--- config.mk ---
export PLATFORM = sky130hd
export DESIGN_NAME = mem_arbiter
export DESIGN_NICKNAME = d
export VERILOG_FILES = /design/src/rtl/risky_pkg.sv /design/src/rtl/arb_priority.sv /design/src/rtl/mem_arbiter.sv
export SDC_FILE = /design/constraint.sdc
export NUM_CORES = 1
export LEC_CHECK = 0
export ABC_AREA = 1
export BUFFER_PORTS_ARGS = -buffer_cell sky130_fd_sc_hd__buf_2
export CAP_MARGIN = 20
export CORE_MARGIN = 5
export CORE_UTILIZATION = 40
export DETAILED_ROUTE_END_ITERATION = 7
export PLACE_DENSITY = 0.79
export SLEW_MARGIN = 10
export SYNTH_ARGS = -nofsm -noshare
export SYNTH_HDL_FRONTEND = slang
export SYNTH_SLANG_ARGS = --single-unit
export TNS_END_PERCENT = 5
--- constraint.sdc ---
create_clock -name clk -period 4.06 [get_ports clk]
set_clock_uncertainty 0.05 [all_clocks]
set_input_delay 0.812 -clock clk [delete_from_list [all_inputs] [get_ports clk]]
set_output_delay 0.812 -clock clk [all_outputs]
set_load 0.005 [all_outputs]
--- src/rtl/risky_pkg.sv ---
// rtl/risky_pkg.sv - shared types for the unified-memory arbiter
package risky_pkg;

    typedef enum logic [1:0] {
        ARB_IDLE,
        ARB_WAIT_GNT,
        ARB_WAIT_RESP
    } arb_state_t;

    typedef enum logic {
        OWN_IFETCH,
        OWN_DATA
    } arb_owner_t;

endpackage

--- src/rtl/arb_priority.sv ---
// rtl/arb_priority.sv - data-priority winner selection with fetch anti-starvation
// Ports:
//   if_req, d_req  - pending fetch / data requests
//   starve_cnt     - consecutive data wins while fetch was waiting
//   winner         - selected owner (meaningful only when a request is present)
//   starve_nxt     - counter value to register if this arbitration is taken
module arb_priority
    import risky_pkg::*;
#(
    parameter int STARVE_LIMIT = 4,
    parameter int CNT_W        = 3
) (
    input  logic             if_req,
    input  logic             d_req,
    input  logic [CNT_W-1:0] starve_cnt,
    output arb_owner_t       winner,
    output logic [CNT_W-1:0] starve_nxt
);

    logic fetch_starved;

    assign fetch_starved = if_req && (starve_cnt == CNT_W'(STARVE_LIMIT));

    always_comb begin
        winner     = OWN_IFETCH;
        starve_nxt = '0;
        if (d_req && !fetch_starved) begin
            winner = OWN_DATA;
            // Data only wins a contest below the limit, so the increment
            // saturates at STARVE_LIMIT by construction.
            if (if_req) begin
                starve_nxt = starve_cnt + CNT_W'(1);
            end
        end
    end

endmodule

--- src/rtl/mem_arbiter.sv ---
// rtl/mem_arbiter.sv - fetch/data arbiter in front of a single-ported unified memory
// Ports:
//   clk, rst                     - clock, synchronous active-high reset
//   if_*                         - fetch read port (req/addr in, gnt/rvalid/rdata out, flush in)
//   d_*                          - data port (req/we/addr/wdata/be in, gnt/rvalid/rdata out)
//   mem_*                        - memory req/gnt/rvalid interface, one outstanding transaction
//   busy_o                       - a transaction is in progress
module mem_arbiter
    import risky_pkg::*;
#(
    parameter int STARVE_LIMIT = 4,
    parameter int ADDR_W       = 32,
    parameter int DATA_W       = 32
) (
    input  logic                clk,
    input  logic                rst,
    input  logic                if_req_i,
    input  logic [ADDR_W-1:0]   if_addr_i,
    output logic                if_gnt_o,
    output logic                if_rvalid_o,
    output logic [DATA_W-1:0]   if_rdata_o,
    input  logic                if_flush_i,
    input  logic                d_req_i,
    input  logic                d_we_i,
    input  logic [ADDR_W-1:0]   d_addr_i,
    input  logic [DATA_W-1:0]   d_wdata_i,
    input  logic [DATA_W/8-1:0] d_be_i,
    output logic                d_gnt_o,
    output logic                d_rvalid_o,
    output logic [DATA_W-1:0]   d_rdata_o,
    output logic                mem_req_o,
    output logic                mem_we_o,
    output logic [ADDR_W-1:0]   mem_addr_o,
    output logic [DATA_W-1:0]   mem_wdata_o,
    output logic [DATA_W/8-1:0] mem_be_o,
    input  logic                mem_gnt_i,
    input  logic                mem_rvalid_i,
    input  logic [DATA_W-1:0]   mem_rdata_i,
    output logic                busy_o
);

    localparam int CNT_W = $clog2(STARVE_LIMIT + 1);

    arb_state_t       state, state_nxt;
    arb_owner_t       owner, winner;
    logic [CNT_W-1:0] starve_cnt, starve_nxt;
    logic             discard;
    logic             launch;
    logic             gnt_hit;
    logic             resp_hit;

    arb_priority #(
        .STARVE_LIMIT (STARVE_LIMIT),
        .CNT_W        (CNT_W)
    ) u_priority (
        .if_req     (if_req_i),
        .d_req      (d_req_i),
        .starve_cnt (starve_cnt),
        .winner     (winner),
        .starve_nxt (starve_nxt)
    );

    always_ff @(posedge clk) begin
        if (rst) begin
            state <= ARB_IDLE;
        end else begin
            state <= state_nxt;
        end
    end

    always_comb begin
        state_nxt = state;
        launch    = 1'b0;
        case (state)
            ARB_IDLE: begin
                if (if_req_i || d_req_i) begin
                    launch    = 1'b1;
                    state_nxt = ARB_WAIT_GNT;
                end
            end
            ARB_WAIT_GNT: begin
                if (mem_gnt_i) begin
                    state_nxt = ARB_WAIT_RESP;
                end
            end
            ARB_WAIT_RESP: begin
                if (mem_rvalid_i) begin
                    state_nxt = ARB_IDLE;
                end
            end
            default: state_nxt = ARB_IDLE;
        endcase
    end

    // Handshake qualifiers: memory strobes outside their state are ignored.
    assign gnt_hit  = (state == ARB_WAIT_GNT)  && mem_gnt_i;
    assign resp_hit = (state == ARB_WAIT_RESP) && mem_rvalid_i;

    always_ff @(posedge clk) begin
        if (rst) begin
            owner       <= OWN_IFETCH;
            starve_cnt  <= '0;
            discard     <= 1'b0;
            mem_req_o   <= 1'b0;
            mem_we_o    <= 1'b0;
            mem_addr_o  <= '0;
            mem_wdata_o <= '0;
            mem_be_o    <= '0;
        end else begin
            if (launch) begin
                owner      <= winner;
                starve_cnt <= starve_nxt;
                mem_req_o  <= 1'b1;
                if (winner == OWN_DATA) begin
                    mem_we_o    <= d_we_i;
                    mem_addr_o  <= d_addr_i;
                    mem_wdata_o <= d_wdata_i;
                    mem_be_o    <= d_be_i;
                end else begin
                    mem_we_o    <= 1'b0;
                    mem_addr_o  <= if_addr_i;
                    mem_wdata_o <= '0;
                    mem_be_o    <= '1;
                end
            end else if (gnt_hit) begin
                mem_req_o <= 1'b0;
            end

            // The response still has to be consumed, so a flushed fetch keeps
            // the transaction alive and only masks its rvalid.
            if (resp_hit) begin
                discard <= 1'b0;
            end else if (if_flush_i && (owner == OWN_IFETCH) && (state != ARB_IDLE)) begin
                discard <= 1'b1;
            end
        end
    end

    assign if_gnt_o    = gnt_hit && (owner == OWN_IFETCH);
    assign d_gnt_o     = gnt_hit && (owner == OWN_DATA);
    assign if_rvalid_o = resp_hit && (owner == OWN_IFETCH) && !discard && !if_flush_i;
    assign d_rvalid_o  = resp_hit && (owner == OWN_DATA);
    assign if_rdata_o  = if_rvalid_o ? mem_rdata_i : '0;
    assign d_rdata_o   = d_rvalid_o  ? mem_rdata_i : '0;
    assign busy_o      = (state != ARB_IDLE);

endmodule

==> results.yml, run 1 <==
floorplan:
  coreArea_mm2: 0.00924
  io_pins: 279
  die_height_um: 108
  die_w_um: 108
  initial_core_util_pct: 41.2
  placementRows: 35
  dieArea_mm2: 0.0116
timing:
  fin_crit_ns: 2.84
  finalWorstSetupSlack_ns: 1.22
  tightest_slew_ns: 0.901
  finalCritPeriodShare_pct: 69.9
  finalMaxSlewViolations: 0
  rsz0062_at_grt: "no"
  hold_viol_final: 0
  fmax_mhz: 352
  finalSetupTns_ns: 0
  finalSetupViolations: 0
  slew_headroom_pct: 39.8
cts:
  cts_resized: 0
  postCtsSetupRepairBufs: 0
  cts_buffers: 9
  cts.sink_count: 77
  htree_levels: 3
  hold_buffers: 0
  root_buffer: "clkbuf_8"
  cts_buffer_depth: 2
  cts_tree: "yes"
  clk_latency_ns: 0.33
  clkTransAtPathRegs_ns: 0.08
synthesis:
  netlist_area_mm2: 0.00380
  syn_inst: 602
  yosys_register_bits: 77
  synth.yosys.seq_area_share_pct: 40.5
  syn_avg_cell_area_um2: 6.32
  synthDistinctLibCells: 23
  synth_fp_nets: 744
  synth_top_area_share_pct: 40.5
  ys.flop_type: "dfxtp_1"
  async_flop_share_pct: 0
  synth_top_cells_by_area: "dfxtp_1 (41%), nor2_1 (14%), nand3_1 (13%), nand2_1 (10%), inv_1 (7.5%)"
  synth_largest_area_cell: "dfxtp_1"
  synth_edf_count: 0
  yosysWarningCount: 0
layout:
  final_cell_mix: "buf_2 (278), nor2_1 (145), nand2_1 (103)"
  final_common_cell: "buf_2"
  syn_to_final_growth_pct: 43.7
  nNetsFinal: 1000
  diodes: 0
  drive_above_1_share_pct: 35.7
pwr:
  combPwrFrac_pct: 20.9
  pwr-share-seq_pct: 43.4
  netSwitchingFraction_pct: 27.3
  leakagePower_nw: 3.32
  p_clk_share_pct: 35.7
  power.switching_mw: 0.542
  powerDensity_mw_per_mm2: 363
  ir_worst_vdd_uv: 259
  cell_internal_pwr_mw: 1.44
setup_path:
  path_class: "in -> out"
  start_kind: "input pin"
  crit_required_ns: 3.20
  r2r_cells: 10
  cp_max_fo: 32
  worst_setup_path_end_kind: "output port"
  cp.arrival_ns: 1.98
drt:
  drtPass1Iterations: 4
  met3_length_um: 1390
  wire_per_inst_um: 13.3
  wirelength_um: 13200
  routed.top_layer: "met4"
  drt_iter0_drc: 193
  wl_met2_um: 6720
  drc: 0
  antenna_left: 0
  vias: 4505
  wirelength_met1_um: 4800
  via_per_inst: 4.55
global_route:
  grt_pass1_vias: 4185
  antenna_found_initial: 0
  grt_use_total_pct: 21.3
  grt_pass1_wl_um: 19900
  grt_overflow: 0
  grt_max_degree: 66
placement:
  dp_hpwl_um: 10100
  globalplace.congestion: 0.822
  port_buffers: 278
  place_ws_ns: 1.25
min_path:
  worstHoldPathType: "reg -> reg"
  hold_depth: 2
run:
  drv_cap: 0
run_status:
  status: "finished clean"
## through the flow
step / hold WS, ns / cells / util, % / power, mW / instance area (um^2)
floorplan: 0.408 / 602 / - / 1.11 / 3800
CTS: 0.416 / 991 / 59.2 / 2.01 / 5470
finish: 0.414 / 991 / 59.2 / 1.98 / 5470
global placement: 0.400 / 976 / 56.5 / 1.29 / 5220
detailed placement: 0.403 / 976 / 56.5 / 1.30 / 5220
global route: 0.433 / 991 / 59.2 / 2.10 / 5470
## cell type report
cell class / instances / area (um^2)
Timing Repair Buffer: 286 / 1450
Fill cell: 953 / 3770
Clock inverter: 4 / 95.1
Tap cell: 129 / 161
Inverter: 77 / 289
Clock buffer: 11 / 151
Multi-Input combinational cell: 407 / 1780
Sequential cell: 77 / 1540
## synth_stat cells, types with 2 or more instances
library cell,n
buf_4,3
buf_1,5
clkbuf_1,13
ha_1,2
inv_1,76
a21oi_1,39
nor2_1,145
nand2_2,2
dfxtp_1,77
nand3b_1,2
o21ai_0,5
buf_2,19
nand3_1,101
nor2_4,2
nand2_1,103
## logic make-up (layout without fill, tap and decap cells)
| kind of cell | count (synthesis) | count (layout) | synth area share [%] |
|---|---|---|---|
| adder cells (fa/ha/maj) | 2 | 2 | 0.658 |
| AO/OA/AOI/OAI | 46 | 46 | 6.18 |
| flip-flops | 77 | 77 | 40.5 |
| AND/OR/NAND/NOR | 358 | 358 | 39.6 |
| XOR/XNOR | 1 | 1 | 0.230 |
| buffers and inverters | 118 | 378 | 12.8 |
## power by group through the flow
stage	Sequential, mW	Combinational [mW]	Clock [mW]
2_1_floorplan	0.882	0.232	0
3_3_place_gp	0.874	0.417	0
3_5_place_dp	0.877	0.420	0
4_1_cts	0.860	0.421	0.725
5_1_grt	0.868	0.478	0.750
6_report	0.860	0.415	0.707
## worst max-delay path: stages
cell and delay [ns]:
buf_2 0.10, nand3_1 0.09, nor2_1 0.06, inv_1 0.65
nor2_1 0.09, buf_2 0.16
## worst paths after layout
kind	endpoint	start	slack [ns]
max	d_rdata_o[23]	mem_rvalid_i	1.22
min	mem_wdata_o[0]	mem_wdata_o[0]	0.41
max reg2reg	mem_be_o[2]	starve_cnt[0]	1.64
min reg2reg	mem_wdata_o[0]	mem_wdata_o[0]	0.41
## sequential cells by signal, indices dropped and copies added (netlist names)
register / count
mem_wdata_o: 32
mem_we_o: 1
state: 2
owner: 1
starve_cnt: 3
mem_addr_o: 32
mem_be_o: 4
mem_req_o: 1
discard: 1
## per-layer routing
metal  GRT usage (%)  up-vias
met1            22.6     1932
met4            5.14        0
met5               0        -
met2            39.3      193
met3            8.64       16
li1                -     2364
Power figures use the tool's default switching activity.
==> run 2: changes to the inputs <==
Settings changed: ABC_AREA 1 to 0, CORE_UTILIZATION 40 to 37, PLACE_DENSITY 0.79 to 0.77.
Clock period 4.06 ns to 2.45 ns, I/O delays scaled along.
==> results.yml, run 2 <==
global_route:
  antenna_found_initial: 0
  grt_pass1_vias: 4453
  grt_pass1_wl_um: 22500
  grt_use_total_pct: 21.7
  grt_overflow: 0
  grt_max_degree: 38
timing:
  finalSetupViolations: 0
  fin_crit_ns: 2.33
  tightest_slew_ns: 0.688
  slew_headroom_pct: 54.1
  finalCritPeriodShare_pct: 94.9
  finalMaxSlewViolations: 0
  rsz0062_at_grt: "no"
  fin_hold_ws_ns: 0.342
  finalWorstSetupSlack_ns: 0.124
  fmax_mhz: 430
  hold_viol_final: 0
  finalSetupTns_ns: 0
placement:
  placed_cell_area_mm2: 0.00526
  dp_hpwl_um: 10700
  place_ws_ns: 0.461
  globalplace.congestion: 0.951
  port_buffers: 278
layout:
  final_cell_mix: "buf_2 (278), dfxtp_1 (76), a21oi_1 (72)"
  final_common_cell: "buf_2"
  reg.largest.list: "mem_addr_o: 32 flops, mem_wdata_o: 32 flops, mem_be_o: 4 flops"
  drive_above_1_share_pct: 44.8
  syn_to_final_growth_pct: 43.6
  nNetsFinal: 865
  final_area_mm2: 0.00544
  diodes: 0
drt:
  drtPass1Iterations: 5
  via_per_inst: 5.33
  drt_iter0_drc: 435
  antenna_left: 0
  wirelength_um: 14500
  drc: 0
  vias: 4606
  wire_per_inst_um: 16.8
setup_path:
  max_stage_delay_ns: 0.40
  worst_setup_path_end_kind: "output port"
  critPathTopFamily: "simple AND/OR/NAND/NOR gates"
  cp_cell_sequence: "nand3b_2, nor4_4, buf_4, and2_1, buf_2"
  crit_required_ns: 1.91
  cp_max_fo: 33
  timing.rr.start: "starve_cnt[0]"
  critPathBufInv: 2
  path_class: "reg -> out"
  slowest_stage: "dfxtp_1"
  timing.rr.end: "mem_addr_o[3]"
  r2r_slack_ns: 0.68
  r2r_cells: 6
  start_kind: "register"
  cp.arrival_ns: 1.79
floorplan:
  initial_core_util_pct: 37.3
  placementRows: 37
  dieArea_mm2: 0.0124
  die_height_um: 111
  io_pins: 279
  coreArea_mm2: 0.0101
  die_w_um: 111
pwr:
  powerDensity_mw_per_mm2: 546
  leakagePower_nw: 2.71
  power.switching_mw: 0.928
  pwr-share-seq_pct: 48.2
  cell_internal_pwr_mw: 2.04
  ir_worst_vdd_uv: 351
  netSwitchingFraction_pct: 31.2
  power.total_mw: 2.97
  combPwrFrac_pct: 21.9
  p_clk_share_pct: 30.0
synthesis:
  synthTopCellsByCount: "dfxtp_1 (77), a21oi_1 (72), nand3_1 (66)"
  syn_inst: 470
  synth_edf_count: 0
  synth_most_common_cell: "dfxtp_1"
  synth_largest_area_cell: "dfxtp_1"
  synthDistinctLibCells: 33
  ys.flop_type: "dfxtp_1"
  yosysWarningCount: 0
  netlist_area_mm2: 0.00379
  synth_top_cells_by_area: "dfxtp_1 (41%), and2_1 (11%), a21oi_1 (9.5%), nand3_1 (8.7%), o21ai_0 (7.5%)"
  synth_fp_nets: 612
  syn_avg_cell_area_um2: 8.06
  synth.yosys.seq_area_share_pct: 40.7
  yosys_register_bits: 77
  synth_top_area_share_pct: 40.7
  async_flop_share_pct: 0
cts:
  hold_buffers: 0
  cts_buffers: 9
  cts.sink_count: 77
  root_buffer: "clkbuf_8"
  cts_buffer_depth: 2
  clk_latency_ns: 0.34
  htree_levels: 3
  cts_tree: "yes"
  clkTransAtPathRegs_ns: 0.09
min_path:
  hold_path_startpoint: "d_wdata_i[17]"
  worstHoldPathType: "in -> reg"
  hold_depth: 3
  hold_end: "mem_wdata_o[17]"
run:
  drv_cap: 0
run_status:
  status: "finished clean"
run 2: cell types whose count changed in the layout (fill, tap and decap cells not counted), sizes merged, moves of 2 or more:
cell	before	now
a21oi	39	72
clkbuf	11	9
and2	0	64
nor2	147	8
o21ai	6	68
a311oi	0	32
inv	77	9
nand2	105	6
bufinv	3	0
o221a	0	4
clkinv	1	3
buf	286	294
nand3	102	66
run 2: layout make-up:
type,instances,area [um^2]
clock buffer,9,124
timing repair buffer,294,1540
inverter,6,22.5
clock inverter,7,56.3
sequential,77,1540
multi-input combinational,335,1980
tap,136,170
fill,945,4700
run 2: how the worst max path moves through the flow:
stage                      to    startpoint  depth (start not counted)  slack, ns
3_5_place_dp    if_rdata_o[6]  mem_rvalid_i                          6       0.46
4_1_cts         if_rdata_o[6]      state[0]                          5       0.12
3_3_place_gp   if_rdata_o[24]  mem_rvalid_i                          6       0.54
2_1_floorplan  if_rdata_o[22]      state[0]                          4       0.71
6_report        if_rdata_o[6]      state[0]                          5       0.12
5_1_grt        if_rdata_o[12]      state[0]                          5      0.008
run 2: logic make-up after synthesis:
logic type      count (synthesis)  synth area share, %
compound gates                178                 27.5
buf+inv                        58                 7.01
flops                          77                 40.7
simple gates                  155                 24.2
fa+ha+maj                       2                0.661
run 2: timing repair:
action | CTS | global route
resized for setup | 0 | 1
setup endpoints to repair | 0 | 1
buffers inserted | 0 | 0
endpoints found under the hold margin | 0 | 0
run 2: routing by layer:
metal | GRT usage [%] | share of wire (%) | vias up
met3 | 6.93 | 9.1 | 28
met4 | 7.14 | 2.4 | 0
met2 | 36.0 | 47 | 236
met5 | 0 | 0 | -
li1 | - | - | 2201
met1 | 26.7 | 41 | 2141
run 2: power by group through the flow:
stage	Clock, mW	Sequential, mW	Combinational (mW)
after floorplan	0	1.46	0.318
after CTS	0.923	1.43	0.647
after global placement	0	1.45	0.630
after detailed placement	0	1.46	0.645
final	0.890	1.43	0.649
after global routing	0.972	1.44	0.715
run 2: worst min-delay path: stages:
cell and delay (ns):
buf_2 0.09, nand3_1 0.06, a21oi_1 0.06
run 2: stage by stage:
| step | utilization, % | cells |
|---|---|---|
| after floorplan | - | 470 |
| after global placement | 51.8 | 848 |
| after detailed placement | 51.8 | 848 |
| after CTS | 53.6 | 864 |
| after global routing | 53.6 | 864 |
| final | 53.6 | 864 |
